`config.mk`:
```
export PLATFORM = sky130hd
export DESIGN_NAME = width_converter_8ton_flat
export DESIGN_NICKNAME = d
export VERILOG_FILES = /design/src/rtl/width_converter_8ton_if.sv /design/src/rtl/width_converter_8ton.sv /design/src/flat_wrapper.sv
export SDC_FILE = /design/constraint.sdc
export NUM_CORES = 1
export LEC_CHECK = 0
export CORE_ASPECT_RATIO = 2
export CORE_MARGIN = 4
export CORE_UTILIZATION = 40
export CTS_CLUSTER_DIAMETER = 50
export CTS_CLUSTER_SIZE = 20
export DETAILED_ROUTE_END_ITERATION = 10
export PLACE_DENSITY = 0.78
export SKIP_LAST_GASP = 1
export SLEW_MARGIN = 40
export SYNTH_ARGS = -nofsm -noshare
export SYNTH_HDL_FRONTEND = slang
export SYNTH_SLANG_ARGS = --single-unit
```
`constraint.sdc`:
```
create_clock -name clk_i -period 4.25 [get_ports clk_i]
set_input_delay 0.6375 -clock clk_i [delete_from_list [all_inputs] [get_ports clk_i]]
set_output_delay 0.6375 -clock clk_i [all_outputs]
set_load 0.01 [all_outputs]
```
`src/rtl/width_converter_8ton_if.sv`:
```
// Byte-in / word-out bus bundle for the 8-to-N width converter.
//
// Handshake rule (both sides): a transfer happens on a rising clock edge
// where valid and ready are both high. A producer holding valid high keeps
// its payload stable until that edge; ready may depend on the consumer's
// registered state only, never combinationally on valid.
interface width_converter_8ton_if #(
  parameter int Width = 32
);
  localparam int Bytes = Width / 8;
  localparam int CntW  = $clog2(Bytes) + 1;

  // byte side, fed by the I3C target FSM
  logic            sink_valid;
  logic            sink_ready;
  logic [7:0]      sink_data;
  logic            sink_flush;

  // word side, drained by the TTI RX queue
  logic            source_valid;
  logic            source_ready;
  logic [Width-1:0] source_data;
  logic [CntW-1:0]  source_bytes;

  // environment view: produces bytes, consumes words
  modport master (
    output sink_valid, sink_data, sink_flush, source_ready,
    input  sink_ready, source_valid, source_data, source_bytes
  );

  // converter view
  modport slave (
    input  sink_valid, sink_data, sink_flush, source_ready,
    output sink_ready, source_valid, source_data, source_bytes
  );
endinterface

```
`src/rtl/width_converter_8ton.sv`:
```
// Packs a stream of bytes little-endian into Width-bit words. A word is
// emitted when all lanes are filled or when a flush pulse ends a transfer
// with a partial word; unfilled lanes of a partial word read as zero.
// While a word is pending no byte is accepted, so the assembly register
// doubles as the output register.
module width_converter_8ton #(
  parameter int Width = 32
) (
  input  logic                      clk_i,
  input  logic                      rst_ni,
  input  logic                      soft_reset_ni,
  width_converter_8ton_if.slave     bus,
  output logic [$clog2(Width/8):0]  dbg_bcnt
);
  localparam int Bytes = Width / 8;
  localparam int CntW  = $clog2(Bytes) + 1;

  logic [CntW-1:0]  bcnt;
  logic [CntW-1:0]  bcnt_next;
  logic [Width-1:0] sreg;
  logic [Width-1:0] sreg_next;
  logic             valid;
  logic             accept;
  logic             emit;

  // Lane write for an accepted byte and the decision to present a word.
  always_comb begin
    accept    = bus.sink_valid & ~valid;
    bcnt_next = bcnt;
    sreg_next = sreg;
    emit      = 1'b0;
    if (accept) begin
      for (int k = 0; k < Bytes; k++) begin
        if (bcnt == CntW'(k)) begin
          sreg_next[8*k +: 8] = bus.sink_data;
        end
      end
      bcnt_next = bcnt + CntW'(1);
    end
    // A flush counts only if it leaves at least one byte to send; a byte
    // accepted alongside the flush is part of the same word.
    if (!valid) begin
      emit = (bcnt_next == CntW'(Bytes)) ||
             (bus.sink_flush && (bcnt_next != '0));
    end
  end

  // Accumulator and output-valid flag; soft reset outranks every handshake.
  always_ff @(posedge clk_i or negedge rst_ni) begin
    if (!rst_ni) begin
      bcnt  <= '0;
      sreg  <= '0;
      valid <= 1'b0;
    end else if (!soft_reset_ni) begin
      bcnt  <= '0;
      sreg  <= '0;
      valid <= 1'b0;
    end else if (valid) begin
      if (bus.source_ready) begin
        bcnt  <= '0;
        sreg  <= '0;
        valid <= 1'b0;
      end
    end else begin
      bcnt  <= bcnt_next;
      sreg  <= sreg_next;
      valid <= emit;
    end
  end

  assign bus.sink_ready   = ~valid;
  assign bus.source_valid = valid;
  assign bus.source_data  = sreg;
  assign bus.source_bytes = valid ? bcnt : '0;
  assign dbg_bcnt         = bcnt;

endmodule

```
`src/flat_wrapper.sv`:
```
// flat-port wrapper written by rule: the top's interface ports become plain ports
module width_converter_8ton_flat 
#(
  parameter int Width = 32
)
  (clk_i, rst_ni, soft_reset_ni, dbg_bcnt, bus_sink_valid, bus_sink_data, bus_sink_flush, bus_source_ready, bus_sink_ready, bus_source_valid, bus_source_data, bus_source_bytes);
  width_converter_8ton_if #(.Width(Width)) bus_i ();
  input  logic clk_i;
  input  logic rst_ni;
  input  logic soft_reset_ni;
  output logic [$clog2(Width/8):0] dbg_bcnt;
  input wire logic [$bits(bus_i.sink_valid)-1:0] bus_sink_valid;
  input wire logic [$bits(bus_i.sink_data)-1:0] bus_sink_data;
  input wire logic [$bits(bus_i.sink_flush)-1:0] bus_sink_flush;
  input wire logic [$bits(bus_i.source_ready)-1:0] bus_source_ready;
  output wire logic [$bits(bus_i.sink_ready)-1:0] bus_sink_ready;
  output wire logic [$bits(bus_i.source_valid)-1:0] bus_source_valid;
  output wire logic [$bits(bus_i.source_data)-1:0] bus_source_data;
  output wire logic [$bits(bus_i.source_bytes)-1:0] bus_source_bytes;
  assign bus_i.sink_valid = bus_sink_valid;
  assign bus_i.sink_data = bus_sink_data;
  assign bus_i.sink_flush = bus_sink_flush;
  assign bus_i.source_ready = bus_source_ready;
  assign bus_sink_ready = bus_i.sink_ready;
  assign bus_source_valid = bus_i.source_valid;
  assign bus_source_data = bus_i.source_data;
  assign bus_source_bytes = bus_i.source_bytes;
  width_converter_8ton #(.Width(Width)) u_core (.clk_i(clk_i), .rst_ni(rst_ni), .soft_reset_ni(soft_reset_ni), .bus(bus_i), .dbg_bcnt(dbg_bcnt));
endmodule
```
# --- Word level (Yosys, flattened, before mapping) ---
# Cells that the tools add are included.
totals:
  in_bits: 14
  ff_bits: 36
  out_inout_bits: 40
classes:
  addsub: 1
  reduce_logical: 8
  bitwise_logic: 2
  eq_ne: 10
  muxes: 16
op_table:
  columns: ["operator", "n"]
  rows:
  - ["$mux 32", 4]
  - ["$mux 8", 4]
  - ["$mux 3", 5]
  - ["$ne 3x1->1 const B", 5]
  - ["$reduce_and 3->1", 4]
  - ["$eq 3x2->1 const B", 2]
  - ["$add 3x1->3 const B", 1]
  - ["$eq 3x1->1 const B", 1]
  - ["$eq 3x3->1 const B", 1]
  - ["$logic_not 3->1", 1]
  - ["$mux 1", 3]
  - ["$ne 3x3->1 const B", 1]
  - ["$reduce_bool 3->1", 1]
  - ["$and 1x1->1", 1]
  - ["$logic_and 1x1->1", 1]
  - ["$logic_or 1x1->1", 1]
  - ["$not 1->1", 1]

# --- Logic depth before layout (Yosys ltp) ---
# Gate-level depths: netlist of the first run.
logic_depth:
  ltp_word: 8
  ltp_mapped: 6
  ltp_nobuf: 6

# --- Least setup slack after synthesis of the first run ---
# No wires, ideal clock.
synth_timing:
  kind: "in2reg"
  from: "in bus_source_ready"
  to: "reg u_core.sreg[24] (netlist: u_core.bus.source_data[24])"
  required_time_ps: 4125
  path_stages: 5
  t_arrival_ps: 1545
  setup_slack_ps: 2581
  n_path_buf: 1
  cell_sequence: "inv_1 > o21ai_4 > a31o_2 > buf_6 > mux2_2"
synth_between:
  elab_chain_cells: 2
synth_rtl:
  columns: ["element", "line", "text"]
  rows:
  - ["start, declared", "flat_wrapper.sv:15", "input wire logic [$bits(bus_i.source_ready)-1:0] bus_source_ready;"]
  - ["$ne 3x3->1 (no line)", null, null]
  - ["$reduce_and 3->1 (no line)", null, null]
  - ["end signal, assigned", "width_converter_8ton.sv:66", "sreg <= sreg_next;"]
  - ["end, declared", "width_converter_8ton.sv:20", "logic [Width-1:0] sreg;"]
# No other way between the ends.
# A chain may end at the register's enable or synchronous reset.

# --- Worst setup path after layout of the first run ---
layout_timing:
  from: "reg u_core.valid (netlist: u_core.bus.source_valid)"
  to: "out bus_source_bytes[0]"
layout_between:
  elab_chain_cells: 1
layout_rtl:
  columns: ["element", "line", "text"]
  rows:
  - ["start, declared", "width_converter_8ton.sv:22", "logic valid;"]
  - ["start signal, assigned", "width_converter_8ton.sv:67", "valid <= emit;"]
  - ["$mux 3", "width_converter_8ton.sv:74", "assign bus.source_bytes = valid ? bcnt : '0;"]
  - ["end, declared", "flat_wrapper.sv:19", "output wire logic [$bits(bus_i.source_bytes)-1:0] bus_source_bytes;"]
# No other way between the ends.

==> results.py, run 1 <==
metrics = {
    "clock_tree": {
        "insertion_delay_ns": 0.28,
        "cts_root_buf": "clkbuf_8",
        "htreeDepth": 2,
        "numCtsBuffers": 5,
        "cts_tree": "done",
        "clkSlewWorstSetupHoldPaths_ns": 0.07,
        "cts_hold_repair.buffers": 0,
        "cts_buffer_depth": 2,
        "clock-sinks": 36,
        "cts-resized-gates": 0,
        "post_cts_buffers": 0,
    },
    "critical_path": {
        "crit_path_top_delay_cell": "clkdlybuf4s50_1",
        "worstPathArrival_ns": 1.61,
        "r2r_setup_slack_ns": 2.50,
        "path_max_fanout": 9,
        "cp_cell_sequence": "inv_2 > nor2_1 > clkdlybuf4s50_1",
        "reg2reg_to": "u_core.bus.source_valid",
        "reg2reg_from": "u_core.dbg_bcnt[0]",
        "cp_top_family": "buffers and inverters",
        "start_kind": "flop",
        "cp_num_buf_inv": 2,
        "endpoint_kind": "primary output",
        "crit_path_max_incr_delay_ns": 0.57,
        "ff2ff_path_depth": 6,
        "critical_path_required_ns": 3.61,
        "path_class": "reg2out",
    },
    "logic_synthesis": {
        "ys_warn_count": 0,
        "syn_area_per_cell_um2": 14.6,
        "yosys.area_share.simple_pct": 7.47,
        "syn_nets": 130,
        "synth_compound_area_share_pct": 6.85,
        "synth_cells": 111,
        "synth-xor-area-share_pct": 0.539,
        "synth-seq-cells": 36,
        "synth_mux_area_share_pct": 24.0,
        "synth_cell_types": 22,
        "synth_top_family_by_area": "multiplexers",
        "synthAdderAreaFrac_pct": 3.85,
        "syn_area_um2": 1630,
        "ys_seq_area_share_pct": 55.4,
    },
    "die": {
        "core_area_um2": 3880,
        "num_rows": 32,
        "die_w_um": 53.1,
        "die_y_um": 98.1,
        "ios": 54,
        "initial_utilization_pct": 41.8,
        "die_area_um2": 5210,
    },
    "timing": {
        "fin_tns_setup_ns": 0,
        "slew-limit-headroom_pct": 70.3,
        "rsz0062_at_grt": "false",
        "period_share_pct": 52.9,
        "finalHoldViolCount": 0,
        "setup-violations-final": 0,
        "skew_ns": 0.00389,
        "fin_crit_ns": 2.25,
        "whs_ns": 0.502,
        "worstMarginPinSlew_ns": 0.445,
        "fmax_mhz": 445,
        "slew_violations": 0,
    },
    "drt": {
        "avgRoutedWirePerCell_um": 17.0,
        "vias": 1101,
        "drt_iter0_drc": 18,
        "dr.pass1.iters": 4,
        "drt_wl_total_um": 3800,
        "ant_nets": 0,
        "drc": 0,
        "routed_via_density": 4.94,
    },
    "final_layout": {
        "fin_util_pct": 59.4,
        "drive_gt1_share_pct": 27.9,
        "synthToLayoutAreaGrowth_pct": 41.9,
        "filler_cell_count": 330,
        "n_antenna_cell": 0,
        "nets": 190,
    },
    "place": {
        "dpl.hpwl_um": 2980,
        "place.port_buffers": 53,
        "place_congestion": 0.803,
    },
    "global_route": {
        "antenna_found_initial": 0,
        "grt_util_all_layers_pct": 16.8,
        "grt_pass1_wl_um": 6280,
        "grt_pass1_vias": 1306,
        "grt_max_degree": 37,
        "gr-total-overflow": 0,
    },
    "power_and_ir_drop": {
        "finalPower_uw": 917,
        "powerDensity_nw_per_um2": 398,
        "leakage_uw": 0.00103,
        "vdd_drop_max_uv": 292,
    },
    "hold_path": {
        "hold_depth": 1,
        "hold_path_end": "u_core.bus.source_data[26]",
        "hold_start": "u_core.bus.source_data[26]",
        "hp-class": "reg2reg",
    },
    "run_status": {
        "status": "finished clean",
    },
    "job": {
        "drv_cap": 0,
    },
}
logic make-up (layout without fill, tap and decap cells):
group | Yosys count | after routing
AOI/OAI and AO/OA | 10 | 10
xor gates and xnor gates | 1 | 1
adders and majority gates | 5 | 5
buffers and inverters | 6 | 67
DFF | 36 | 36
muxes | 35 | 35
and+or+nand+nor | 18 | 18
where the power goes:
part           internal [uW]  switching (uW)
logic                    149             108
clock network            132             112
registers                387            29.6
total                    668             249
per-stage QoR:
step,setup slack (ns),cells,cell area [um2]
4_1_cts,1.99,223,2310
2_1_floorplan,2.58,111,1630
3_3_place_gp,1.95,215,2220
5_1_grt,1.93,223,2310
6_report,2.00,223,2310
3_5_place_dp,1.89,215,2220
registers in the layout, indices dropped and copies added (netlist names):
name                     flops
u_core.bus.source_data      32
u_core.bus.source_valid      1
u_core.dbg_bcnt              3
worst max-delay path by stage:
stage | from | to | slack [ns] | cells after the start
2_1_floorplan | bus_source_ready | u_core.bus.source_data[24] | 2.58 | 5
3_3_place_gp | bus_source_ready | u_core.bus.source_data[26] | 1.95 | 5
3_5_place_dp | bus_source_ready | u_core.bus.source_data[27] | 1.89 | 5
4_1_cts | u_core.bus.source_valid | bus_source_bytes[0] | 1.99 | 3
5_1_grt | u_core.bus.source_valid | bus_source_bytes[0] | 1.93 | 3
6_report | u_core.bus.source_valid | bus_source_bytes[0] | 2.00 | 3
per-layer routing:
metal  global-route usage (%)  vias up  share of wire, %
li1                         -      509                 -
met1                     17.6      541                35
met2                     28.6       42                56
met3                     4.27        9               5.7
met4                     9.84        0               2.8
met5                        0        -                 0
final cells by class:
class / instances / area [um2] / area share [%]
Clock buffer: 8 / 90.1 / 3.91
Timing Repair Buffer: 54 / 538 / 23.3
Multi-Input combinational cell: 69 / 694 / 30.1
Tap cell: 51 / 63.8 / 2.77
Sequential cell: 36 / 901 / 39.1
Inverter: 5 / 18.8 / 0.814
placed cells by master, fill, tap and decap left out, drive strengths merged:
| cell | netlist | final |
|---|---|---|
| o2bb2ai | 1 | 1 |
| inv | 5 | 5 |
| clkdlybuf4s50 | 0 | 53 |
| a22o | 2 | 2 |
| ha | 5 | 5 |
| and2b | 1 | 1 |
| xor2 | 1 | 1 |
| buf | 1 | 1 |
| mux2 | 32 | 32 |
| a31oi | 1 | 1 |
| a21oi | 4 | 4 |
| mux2i | 3 | 3 |
| nor2 | 4 | 4 |
| and2 | 11 | 11 |
| clkbuf | 0 | 8 |
| dfrtp | 36 | 36 |
| nand2b | 1 | 1 |
| a31o | 1 | 1 |
| o21ai | 1 | 1 |
| and4bb | 1 | 1 |
cell usage after synthesis:
master | instances | area share (%)
a31o_2 | 1 | 0.54
xor2_1 | 1 | 0.54
nand2b_2 | 1 | 0.54
a22o_1 | 2 | 1.1
and2_1 | 11 | 4.2
nor2_1 | 3 | 0.69
inv_2 | 1 | 0.23
mux2i_1 | 3 | 1.8
a21oi_1 | 1 | 0.31
mux2_2 | 31 | 21
o2bb2ai_1 | 1 | 0.54
dfrtp_1 | 36 | 55
and4bb_2 | 1 | 0.77
a31oi_1 | 1 | 0.39
and2b_2 | 1 | 0.54
nor2_4 | 1 | 0.69
a21oi_4 | 3 | 3.0
o21ai_4 | 1 | 1.0
ha_1 | 5 | 3.8
mux2_1 | 1 | 0.69
inv_1 | 4 | 0.92
buf_6 | 1 | 0.69
Note: power is estimated with default switching activity, not from simulation.
==> run 2, diff against run 1 <==
clock period = 2.32 ns   (was 4.25 ns; I/O delays follow)
==> run 2 against run 1 <==
Effect of this change: global-route usage fell by 0.056 points; critical endpoint unchanged; routed wire length barely moved; largest cell class unchanged; utilization did not move; worst setup slack got worse by 1.6 ns; clock power rose by 84%; cell area did not move; flip-flop and latch count did not move; non-clock buffer count did not move.
==> results.py, run 2 (synthesized netlist as in run 1, its figures left out) <==
metrics = {
    "clock_tree": {
        "cts_tree": "done",
        "cts_root_buf": "clkbuf_8",
        "insertion_delay_ns": 0.28,
        "clock-sinks": 36,
        "cts-resized-gates": 0,
        "cts_hold_repair.buffers": 0,
        "clkSlewWorstSetupHoldPaths_ns": 0.07,
        "cts_buffer_depth": 2,
        "post_cts_buffers": 0,
        "numCtsBuffers": 5,
        "htreeDepth": 2,
    },
    "critical_path": {
        "critical_path_required_ns": 1.97,
        "path_max_fanout": 9,
        "endpoint_kind": "primary output",
        "worstPathArrival_ns": 1.60,
        "ff2ff_path_depth": 6,
        "path_class": "reg2out",
        "start_kind": "flop",
    },
    "hold_path": {
        "hp-class": "in2async",
    },
    "drt": {
        "routed_via_density": 4.94,
        "drc": 0,
        "drt_wl_total_um": 3800,
        "ant_nets": 0,
        "dr.pass1.iters": 2,
        "vias": 1101,
        "drt_iter0_drc": 14,
        "avgRoutedWirePerCell_um": 17.0,
    },
    "final_layout": {
        "n_antenna_cell": 0,
        "layout_commonest_cell": "clkdlybuf4s50_1",
        "drive_gt1_share_pct": 27.9,
        "nets": 190,
        "synthToLayoutAreaGrowth_pct": 41.9,
        "largest_reg_flops": 32,
        "final_cell_mix": "53 x clkdlybuf4s50_1, 36 x dfrtp_1, 31 x mux2_2, 11 x and2_1, 6 x clkbuf_8",
    },
    "timing": {
        "period_share_pct": 84.1,
        "worstMarginPinSlew_ns": 0.443,
        "fin_tns_setup_ns": 0,
        "setup-violations-final": 0,
        "slew-limit-headroom_pct": 70.4,
        "finalHoldViolCount": 0,
        "fin_ws_ns": 0.369,
        "whs_ns": 0.474,
        "fin_crit_ns": 1.95,
        "rsz0062_at_grt": "false",
        "skew_ns": 0.00417,
        "slew_violations": 0,
        "fmax_mhz": 513,
    },
    "global_route": {
        "use_met3_pct": 4.58,
        "gr-total-overflow": 0,
        "grtUsageMet1_pct": 17.6,
        "grt_use_met2_pct": 28.6,
        "grt_max_degree": 37,
        "grt_util_all_layers_pct": 16.7,
        "antenna_found_initial": 0,
        "grt_pass1_wl_um": 6270,
        "top_usage_layer": "met2",
        "grt_pass1_vias": 1303,
    },
    "place": {
        "pre_cts_ws_ns": 0.250,
        "dpl.hpwl_um": 2980,
        "place.port_buffers": 53,
        "place_congestion": 0.802,
    },
    "die": {
        "core_area_um2": 3880,
        "ios": 54,
        "initial_utilization_pct": 41.8,
        "die_y_um": 98.1,
        "num_rows": 32,
        "die_w_um": 53.1,
        "die_area_um2": 5210,
    },
    "job": {
        "drv_cap": 0,
    },
    "run_status": {
        "status": "finished clean",
    },
    "power_and_ir_drop": {
        "leakage_uw": 0.00103,
        "vdd_drop_max_uv": 542,
        "finalPower_uw": 1680,
        "powerDensity_nw_per_um2": 729,
    },
}
## run 2: cell counts in the layout (fill, tap and decap cells not counted)
No cell type changed its count.
## run 2: report_power, final
| part | internal, uW | total (uW) | switching (uW) |
|---|---|---|---|
| clock | 242 | 448 | 206 |
| sequential | 708 | 763 | 54.4 |
| combinational | 273 | 470 | 198 |
| total | 1220 | 1680 | 459 |
## run 2: final cells by class
| cell class | count | area, um2 |
|---|---|---|
| repair buffers | 54 | 538 |
| fillers | 321 | 1580 |
| inverters | 5 | 18.8 |
| well taps | 51 | 63.8 |
| multi-input cells | 69 | 694 |
| clock buffers | 8 | 90.1 |
| flip-flops and latches | 36 | 901 |
## run 2: final timing paths
check                                                start                    endpoint  slack (ns)
min in group clk_i              u_core.bus.source_data[26]  u_core.bus.source_data[26]        0.50
worst min-delay path                                rst_ni  u_core.bus.source_data[18]        0.47
worst max-delay path               u_core.bus.source_valid         bus_source_bytes[0]        0.37
worst min register to register  u_core.bus.source_data[26]  u_core.bus.source_data[26]        0.50
max in group asynchronous                           rst_ni   u_core.bus.source_data[9]        1.53
worst max register to register          u_core.dbg_bcnt[0]     u_core.bus.source_valid        0.57
## run 2: through the flow
step	instances	area [um2]	util, %
floorplan	111	1630	-
global placement	215	2220	57.1
detailed placement	215	2220	57.1
CTS	223	2310	59.4
global route	223	2310	59.4
finish	223	2310	59.4
## run 2: per-layer routing
metal	wire length [um]	vias up
li1	-	509
met1	1300	538
met2	2150	44
met3	236	10
met4	112	0
met5	0	-
## run 2: critical path: stages (launching register included)
cell and delay (ns):
dfrtp_1 0.45, inv_2 0.14, nor2_1 0.17, clkdlybuf4s50_1 0.56
==> run 3, diff against run 2 <==
clock period = 1.85 ns   (was 2.32 ns; I/O delays follow)
==> run 3 against run 2 <==
Effect of this change: sequential share of layout area down 1.3 points; utilization up 2.1 points; via count up 1.2%; hold slack worse by 0.076 ns; non-clock buffer count up 5; global-route usage up 0.31 points; critical path type unchanged.
==> results.py, run 3 (synthesized netlist as in run 1, its figures left out) <==
metrics = {
    "die": {
        "die_area_um2": 5210,
        "num_rows": 32,
        "core_area_um2": 3880,
        "initial_utilization_pct": 41.8,
        "ios": 54,
        "die_y_um": 98.1,
        "die_w_um": 53.1,
    },
    "timing": {
        "fmax_mhz": 572,
        "setup-violations-final": 0,
        "worstMarginPinSlew_ns": 0.438,
        "whs_ns": 0.398,
        "finalHoldViolCount": 0,
        "slew_violations": 0,
        "fin_crit_ns": 1.75,
        "slew-limit-headroom_pct": 70.8,
        "period_share_pct": 94.4,
        "skew_ns": 0.00555,
        "rsz0062_at_grt": "false",
    },
    "clock_tree": {
        "cts_hold_repair.buffers": 0,
        "clock-sinks": 36,
        "numCtsBuffers": 5,
        "htreeDepth": 2,
        "clkSlewWorstSetupHoldPaths_ns": 0.07,
        "cts_tree": "done",
        "cts_root_buf": "clkbuf_8",
        "insertion_delay_ns": 0.28,
        "cts_buffer_depth": 2,
    },
    "drt": {
        "drc": 0,
        "ant_nets": 0,
        "drt_iter0_drc": 12,
        "routed_via_density": 4.89,
        "vias": 1114,
        "drt_wl_total_um": 3860,
        "dr.pass1.iters": 3,
        "avgRoutedWirePerCell_um": 16.9,
    },
    "power_and_ir_drop": {
        "leakage_uw": 0.00112,
        "vdd_drop_max_uv": 716,
        "powerDensity_nw_per_um2": 938,
    },
    "final_layout": {
        "nets": 195,
        "drive_gt1_share_pct": 31.6,
        "final_cell_mix": "50 x clkdlybuf4s50_1, 35 x dfrtp_1, 31 x mux2_2, 11 x and2_1",
        "fin_area_um2": 2390,
        "layout_commonest_cell": "clkdlybuf4s50_1",
        "synthToLayoutAreaGrowth_pct": 46.8,
        "filler_cell_count": 331,
        "largest_reg_flops": 32,
        "n_antenna_cell": 0,
    },
    "global_route": {
        "gr-total-overflow": 0,
        "grt_pass1_vias": 1285,
        "antenna_found_initial": 0,
        "grt_max_degree": 37,
        "grt_util_all_layers_pct": 17.0,
        "grt_pass1_wl_um": 6440,
    },
    "critical_path": {
        "path_max_fanout": 9,
        "crit_path_max_incr_delay_ns": 0.57,
        "cp_cell_sequence": "inv_2 > clkdlybuf4s50_1",
        "reg2reg_to": "u_core.bus.source_valid",
        "r2r_setup_slack_ns": 0.11,
        "reg2reg_from": "u_core.dbg_bcnt[1]",
        "critical_path_required_ns": 1.57,
        "ff2ff_path_depth": 6,
        "endpoint_kind": "primary output",
        "cp_top_family": "buffers and inverters",
        "start_kind": "flop",
        "worstPathArrival_ns": 1.47,
        "path_class": "reg2out",
        "crit_path_top_delay_cell": "clkdlybuf4s50_1",
        "cp_num_buf_inv": 2,
    },
    "hold_path": {
        "hp-class": "in2async",
    },
    "place": {
        "dpl.hpwl_um": 3010,
        "place_congestion": 0.750,
        "place.port_buffers": 53,
        "placed_cell_area_um2": 2260,
    },
    "run_status": {
        "status": "finished clean",
    },
    "job": {
        "drv_cap": 0,
    },
}
-- run 3: final cells by class --
| cell class | instances | area [um2] | share of cell area (%) |
|---|---|---|---|
| Sequential cell | 36 | 902 | 37.8 |
| Timing Repair Buffer | 59 | 596 | 25.0 |
| Inverter | 5 | 18.8 | 0.787 |
| Tap cell | 51 | 63.8 | 2.67 |
| Clock inverter | 3 | 42.5 | 1.78 |
| Clock buffer | 5 | 68.8 | 2.88 |
| Multi-Input combinational cell | 69 | 694 | 29.1 |
-- run 3: worst max path at each step --
| stage | start | to | slack, ns | cells past startpoint |
|---|---|---|---|---|
| 5_1_grt | u_core.dbg_bcnt[1] | u_core.bus.source_valid | 0.03 | 6 |
| 2_1_floorplan | u_core.dbg_bcnt[0] | u_core.bus.source_valid | 0.22 | 6 |
| 3_5_place_dp | soft_reset_ni | u_core.bus.source_data[20] | -0.02 | 5 |
| 4_1_cts | u_core.bus.source_valid | bus_source_bytes[0] | 0.01 | 3 |
| 6_report | u_core.bus.source_valid | bus_sink_ready | 0.10 | 2 |
| 3_3_place_gp | soft_reset_ni | u_core.bus.source_data[18] | 0.002 | 5 |
-- run 3: power by group --
part	internal [uW]	switching (uW)
combinational	357	259
sequential	888	62.1
clock	398	274
-- run 3: stage by stage --
step / TNS [ns] / std cells / total power (uW) / setup WS (ns) / util, %
2_1_floorplan: 0 / 111 / 1240 / 0.219 / -
3_3_place_gp: 0 / 219 / 1570 / 0.00224 / 58.2
3_5_place_dp: -0.102 / 219 / 1580 / -0.0195 / 58.2
4_1_cts: 0 / 228 / 2270 / 0.0148 / 61.2
5_1_grt: 0 / 228 / 2350 / 0.0284 / 61.4
6_report: 0 / 228 / 2240 / 0.103 / 61.4
-- run 3: worst register-to-register path: stages (launching register included) --
cell and delay, ns:
dfrtp_1 0.42, inv_1 0.11, ha_1 0.31, and4bb_2 0.24
a31oi_1 0.23, mux2i_1 0.22, a21oi_1 0.09
-- run 3: metal layers --
metal / share of wire (%) / vias up / global-route usage (%)
met5: 0 / - / 0
met4: 2.0 / 0 / 7.09
met3: 5.4 / 6 / 4.27
met2: 58 / 37 / 30.3
met1: 35 / 556 / 18.2
li1: - / 515 / -
-- run 3: timing repair --
action / 4_1_cts / 5_1_grt
buffers inserted: 1 / 0
endpoints found under the setup margin: 3 / 3
gates resized for setup: 1 / 3
